**config.mk**
```make
export PLATFORM = sky130hd
export DESIGN_NAME = inst_queue16_32_flat
export DESIGN_NICKNAME = d
export VERILOG_FILES = /design/src/rtl/inst_queue16_32_pkg.sv /design/src/rtl/inst_queue16_32_if.sv /design/src/rtl/inst_queue16_32_mux.sv /design/src/rtl/inst_queue16_32.sv /design/src/flat_wrapper.sv
export SDC_FILE = /design/constraint.sdc
export NUM_CORES = 1
export LEC_CHECK = 0
export CAP_MARGIN = 5
export CORE_MARGIN = 3
export CORE_UTILIZATION = 45
export DETAILED_ROUTE_END_ITERATION = 7
export GPL_ROUTABILITY_DRIVEN = 0
export GPL_TIMING_DRIVEN = 1
export PLACE_DENSITY = 0.68
export SETUP_SLACK_MARGIN = 0.1
export SLEW_MARGIN = 0
export SYNTH_ARGS = -nofsm -noshare
export SYNTH_HDL_FRONTEND = slang
export SYNTH_HIERARCHICAL = 1
export SYNTH_SLANG_ARGS = --single-unit
```
**constraint.sdc**
```tcl
create_clock -name clk -period 3.5 [get_ports clk]
set_clock_uncertainty 0.15 [all_clocks]
set_input_delay 0.7 -clock clk [delete_from_list [all_inputs] [get_ports clk]]
set_output_delay 0.7 -clock clk [all_outputs]
set_load 0.02 [all_outputs]
```
**src/rtl/inst_queue16_32_pkg.sv**
```systemverilog
// Shared sizes, word types and the NOP encoding for the fetch/decode instruction queue.
package inst_queue16_32_pkg;

  localparam int IQ_DEPTH = 16;
  localparam int IQ_WIDTH = 32;
  localparam int IQ_PTR_W = 4;
  localparam int IQ_CNT_W = 5;

  typedef logic [IQ_WIDTH-1:0] iq_word_t;
  typedef logic [IQ_PTR_W-1:0] iq_ptr_t;
  typedef logic [IQ_CNT_W-1:0] iq_cnt_t;

  localparam iq_word_t IQ_NOP = 32'h0000_0000;

  localparam iq_cnt_t IQ_FULL_CNT = iq_cnt_t'(IQ_DEPTH);

endpackage

```
**src/rtl/inst_queue16_32_if.sv**
```systemverilog
// Push (fetch) and pop (decode) handshake bundle for the instruction queue.
interface inst_queue16_32_if;
  import inst_queue16_32_pkg::*;

  logic     push_valid;
  logic     push_ready;
  iq_word_t push_data;
  logic     pop_valid;
  logic     pop_ready;
  iq_word_t pop_data;
  iq_cnt_t  count;

  // master is the pipeline side driving pushes and taking pops; slave is the queue
  modport master (
    output push_valid, push_data, pop_ready,
    input  push_ready, pop_valid, pop_data, count
  );

  modport slave (
    input  push_valid, push_data, pop_ready,
    output push_ready, pop_valid, pop_data, count
  );

endinterface

```
**src/rtl/inst_queue16_32_mux.sv**
```systemverilog
// 16:1 32-bit word read mux; sel picks one of s0..s15 onto out.
module mux16to1_32 (
  input  logic [3:0]  sel,
  input  logic [31:0] s0,
  input  logic [31:0] s1,
  input  logic [31:0] s2,
  input  logic [31:0] s3,
  input  logic [31:0] s4,
  input  logic [31:0] s5,
  input  logic [31:0] s6,
  input  logic [31:0] s7,
  input  logic [31:0] s8,
  input  logic [31:0] s9,
  input  logic [31:0] s10,
  input  logic [31:0] s11,
  input  logic [31:0] s12,
  input  logic [31:0] s13,
  input  logic [31:0] s14,
  input  logic [31:0] s15,
  output logic [31:0] out
);

  always_comb begin
    out = s0;
    case (sel)
      4'd0:  out = s0;
      4'd1:  out = s1;
      4'd2:  out = s2;
      4'd3:  out = s3;
      4'd4:  out = s4;
      4'd5:  out = s5;
      4'd6:  out = s6;
      4'd7:  out = s7;
      4'd8:  out = s8;
      4'd9:  out = s9;
      4'd10: out = s10;
      4'd11: out = s11;
      4'd12: out = s12;
      4'd13: out = s13;
      4'd14: out = s14;
      4'd15: out = s15;
      default: out = s0;
    endcase
  end

endmodule

```
**src/rtl/inst_queue16_32.sv**
```systemverilog
// 16-entry show-ahead instruction queue between fetch and decode.
// Head word is always visible on pop_data through the 16:1 read mux.
module inst_queue16_32
  import inst_queue16_32_pkg::*;
(
  input  logic clk,
  input  logic reset,
  input  logic flush,
  inst_queue16_32_if.slave q
);

  iq_word_t entry [IQ_DEPTH];
  iq_ptr_t  head;
  iq_ptr_t  tail;
  iq_cnt_t  cnt;
  logic     push_fire;
  logic     pop_fire;

  // handshakes depend only on registered occupancy, never on the other side's valid/ready
  assign q.push_ready = (cnt != IQ_FULL_CNT);
  assign q.pop_valid  = (cnt != '0);
  assign q.count      = cnt;

  assign push_fire = q.push_valid & q.push_ready;
  assign pop_fire  = q.pop_valid & q.pop_ready;

  always_ff @(posedge clk) begin
    if (reset) begin
      for (int i = 0; i < IQ_DEPTH; i++) entry[i] <= IQ_NOP;
    end else if (!flush && push_fire) begin
      entry[tail] <= q.push_data;
    end
  end

  always_ff @(posedge clk) begin
    if (reset || flush) begin
      head <= '0;
      tail <= '0;
      cnt  <= '0;
    end else begin
      if (push_fire) tail <= tail + 1'b1;
      if (pop_fire)  head <= head + 1'b1;
      cnt <= cnt + iq_cnt_t'(push_fire) - iq_cnt_t'(pop_fire);
    end
  end

  mux16to1_32 u_read_mux (
    .sel (head),
    .s0  (entry[0]),
    .s1  (entry[1]),
    .s2  (entry[2]),
    .s3  (entry[3]),
    .s4  (entry[4]),
    .s5  (entry[5]),
    .s6  (entry[6]),
    .s7  (entry[7]),
    .s8  (entry[8]),
    .s9  (entry[9]),
    .s10 (entry[10]),
    .s11 (entry[11]),
    .s12 (entry[12]),
    .s13 (entry[13]),
    .s14 (entry[14]),
    .s15 (entry[15]),
    .out (q.pop_data)
  );

endmodule
```
**src/flat_wrapper.sv**
```systemverilog
// flat-port wrapper written by rule: the top's interface ports become plain ports
module inst_queue16_32_flat import inst_queue16_32_pkg::*;
  (clk, reset, flush, q_push_valid, q_push_data, q_pop_ready, q_push_ready, q_pop_valid, q_pop_data, q_count);
  inst_queue16_32_if q_i ();
  input  logic clk;
  input  logic reset;
  input  logic flush;
  input wire logic [$bits(q_i.push_valid)-1:0] q_push_valid;
  input wire logic [$bits(q_i.push_data)-1:0] q_push_data;
  input wire logic [$bits(q_i.pop_ready)-1:0] q_pop_ready;
  output wire logic [$bits(q_i.push_ready)-1:0] q_push_ready;
  output wire logic [$bits(q_i.pop_valid)-1:0] q_pop_valid;
  output wire logic [$bits(q_i.pop_data)-1:0] q_pop_data;
  output wire logic [$bits(q_i.count)-1:0] q_count;
  assign q_i.push_valid = q_push_valid;
  assign q_i.push_data = q_push_data;
  assign q_i.pop_ready = q_pop_ready;
  assign q_push_ready = q_i.push_ready;
  assign q_pop_valid = q_i.pop_valid;
  assign q_pop_data = q_i.pop_data;
  assign q_count = q_i.count;
  inst_queue16_32 u_core (.clk(clk), .reset(reset), .flush(flush), .q(q_i));
endmodule
```
==> run metrics <==
outcome completed; top cell type's share of synthesized area 63.72%; Worst Setup End Kind output port; Post-Syn Instances 1,958; Total Wirelength 74.82 mm; ant diodes 0; setup TNS 0 ns; EDFF count, synth 512; Yosys warnings 6; met3 Use GR 5.256%; Root Buffer clkbuf_16; # setup viols final 0; Relative slew margins 43.54%; Min Hold Slack 0.3999 ns; largest cells by area after synthesis edfxtp_1 (64%), nor2_1 (7.1%), nor2_4 (4.7%), a22oi_1 (2.6%), nand2_1 (2.4%); share of cells above drive strength 1 22.57%; Area Overhead vs Synth 19.97%; Mapped Area 0.02413 mm²; die span in y 237.6 µm; area of the multi-input gates 0.008122 mm²; total iterations of the first detailed-routing run 7; RSZ-0062 raised after global routing yes; syn nets 2,007; Achievable Freq 292.6 MHz; met2 Usage GRT 41.93%; power density over cell area 512.7 mW/mm²; crit path DAT 2.57 ns; CTS max path bufs 3; die footprint 0.05643 mm²; Synth Area per Inst 12.32 µm²; most common cell after layout, fill and taps aside edfxtp_1; startpoint types flip-flop; final hold violations 0; aggregate global routing overflow 0; CTS tree done; Die Width 237.6 µm; # H-tree levels 2; Peak supply drop 0.3608 mV; period utilization 97.63%; Async SR Flop Fraction 0%; flops & latches, synth 525; max-cap violations 0; row count 84; first-pass GRT wire length 110.1 mm; number of fillers in the final layout 4,266; DRC Markers 0; post-DP HPWL 44.21 mm; Worst R2R Path Depth 13; Synth cell types 61; Leak Pwr 9.294 nW; most frequent cells in the layout edfxtp_1 (512), nor2_1 (450), nand2_1 (151), nor2_4 (105), buf_4 (91); CTS buffer count 54; Top Usage Layer GRT met2; I/O pins 76; Avg Vias per Cell 6.200; fin crit period 3.417 ns; Seq/Total Area, Yosys 64.80%; Initial Utilization 45.73%; clk slew on worst S/H paths 0.06 ns; post-DR wirelength/cell 26.63 µm; fin. max-slew vios 0; Worst EP required 2.65 ns; post-synth top area cell edfxtp_1; dominant register cell in the synthesized netlist edfxtp_1; routing usage on met1 35.08%; DRT antenna net count 0; number of vias in the routed layout 17,420; worst slew pin tran 0.8444 ns; largest net degree at the start of global routing 86; Clock Sinks 525; Iteration-0 DRC Markers 2,117; Hold Path Stages 2; nets@finish 2,128; IO Port Bufs 75; number of global-route vias before repair 17,460; top fanout value on the critical path 11; CP Class flip-flop to output port; initial antenna violation count 1; Worst-Skew Late Latency 0.60 ns; core area 0.05276 mm²; hold crit path type flip-flop to flip-flop; FF+latch area 0.01565 mm²; gr usage total 26.17%
-- timing repair --
action,in CTS,in global routing
gates resized for setup,202,51
hold buffers,0,0
buffers inserted,28,5
cloned,2,0
setup endpoints to repair,32,33
pin swaps,36,23
-- kinds of logic (layout without fill, tap and decap cells) --
family | count (synthesis) | count (layout) | synth area share (%)
AND/OR/NAND/NOR | 816 | 816 | 16.69
buffers and inverters | 178 | 342 | 4.175
adder cells (fa/ha/maj) | 12 | 12 | 0.6534
XOR/XNOR | 1 | 1 | 0.03631
flip-flops | 525 | 525 | 64.80
multiplexers | 25 | 25 | 1.037
AO/OA/AOI/OAI | 401 | 401 | 12.61
-- layer usage --
metal | vias to the layer above | part of all wire (%) | routed length [µm]
met5 | - | 0.0094 | 7
li1 | 7474 | - | -
met1 | 8546 | 38 | 28110
met2 | 1185 | 47 | 34840
met3 | 215 | 11 | 8530
met4 | 2 | 4.5 | 3335
-- power by group --
part	total (mW)	internal, mW	switching [mW]
Combinational	1.94	0.673	1.26
Sequential	7.24	7.14	0.101
Clock	5.66	3.24	2.42
-- through the flow --
step	total power [mW]	std cells	setup slack [ns]	cell area, µm²	utilization (%)
after floorplan	8.304	1958	0.4342	24130	-
after global placement	9.186	2676	0.08398	26310	49.86
after detailed placement	9.225	2676	0.09570	26310	49.86
after CTS	14.84	2805	0.04394	28730	54.45
after global routing	15.27	2810	0.03069	28940	54.86
final	14.84	2810	0.08279	28940	54.86
-- sequential cells by signal, indices dropped and copies added (netlist names) --
name	count
u_core/entry	512
u_core/q.count	5
u_core/head	4
u_core/tail	4
-- worst paths after layout --
path | startpoint | to | slack, ns
max | u_core/head[0]$_SDFFE_PP0P_ | q_pop_data[30] | 0.08
min reg2reg | u_core/tail[0]$_SDFFE_PP0P_ | u_core/tail[0]$_SDFFE_PP0P_ | 0.40
min | u_core/tail[0]$_SDFFE_PP0P_ | u_core/tail[0]$_SDFFE_PP0P_ | 0.40
max reg2reg | u_core/q.count[3]$_SDFF_PP0_ | u_core/q.count[4]$_SDFF_PP0_ | 0.39
-- worst max-delay path: stages (launching register included) --
cell and delay [ns]:
dfxtp_4 0.39, buf_6 0.14, nor2b_4 0.12, buf_4 0.16
buf_12 0.16, a22oi_1 0.18, o22ai_2 0.12, a2111oi_2 0.24
a21oi_1 0.13, buf_4 0.16, buf_2 0.15
-- synthesized netlist by cell type, types with 9 or more instances --
library cell  number
o21ai_0           46
clkbuf_1          64
a31oi_1           28
dfxtp_1           13
buf_6              9
a21o_1            13
edfxtp_1         512
nand2_1          153
o22ai_1           32
buf_2             66
a22o_1            56
buf_12            11
a21oi_1           41
nor2_4           100
a2111oi_2         20
nor2_1           456
mux2i_1           25
nand3_1           53
inv_1             15
ha_1              11
a211o_1           23
a22oi_1           84
a221oi_1          28
nor2b_1           10
-- final cells by class --
cell class | count | area share [%]
clock buffer | 66 | 4.898
timing repair buffer | 227 | 8.749
sequential | 525 | 54.07
inverter | 16 | 0.2205
multi-input combinational | 1255 | 28.06
clock inverter | 33 | 1.029
tap | 688 | 2.974
Power figures use the tool's default switching activity.
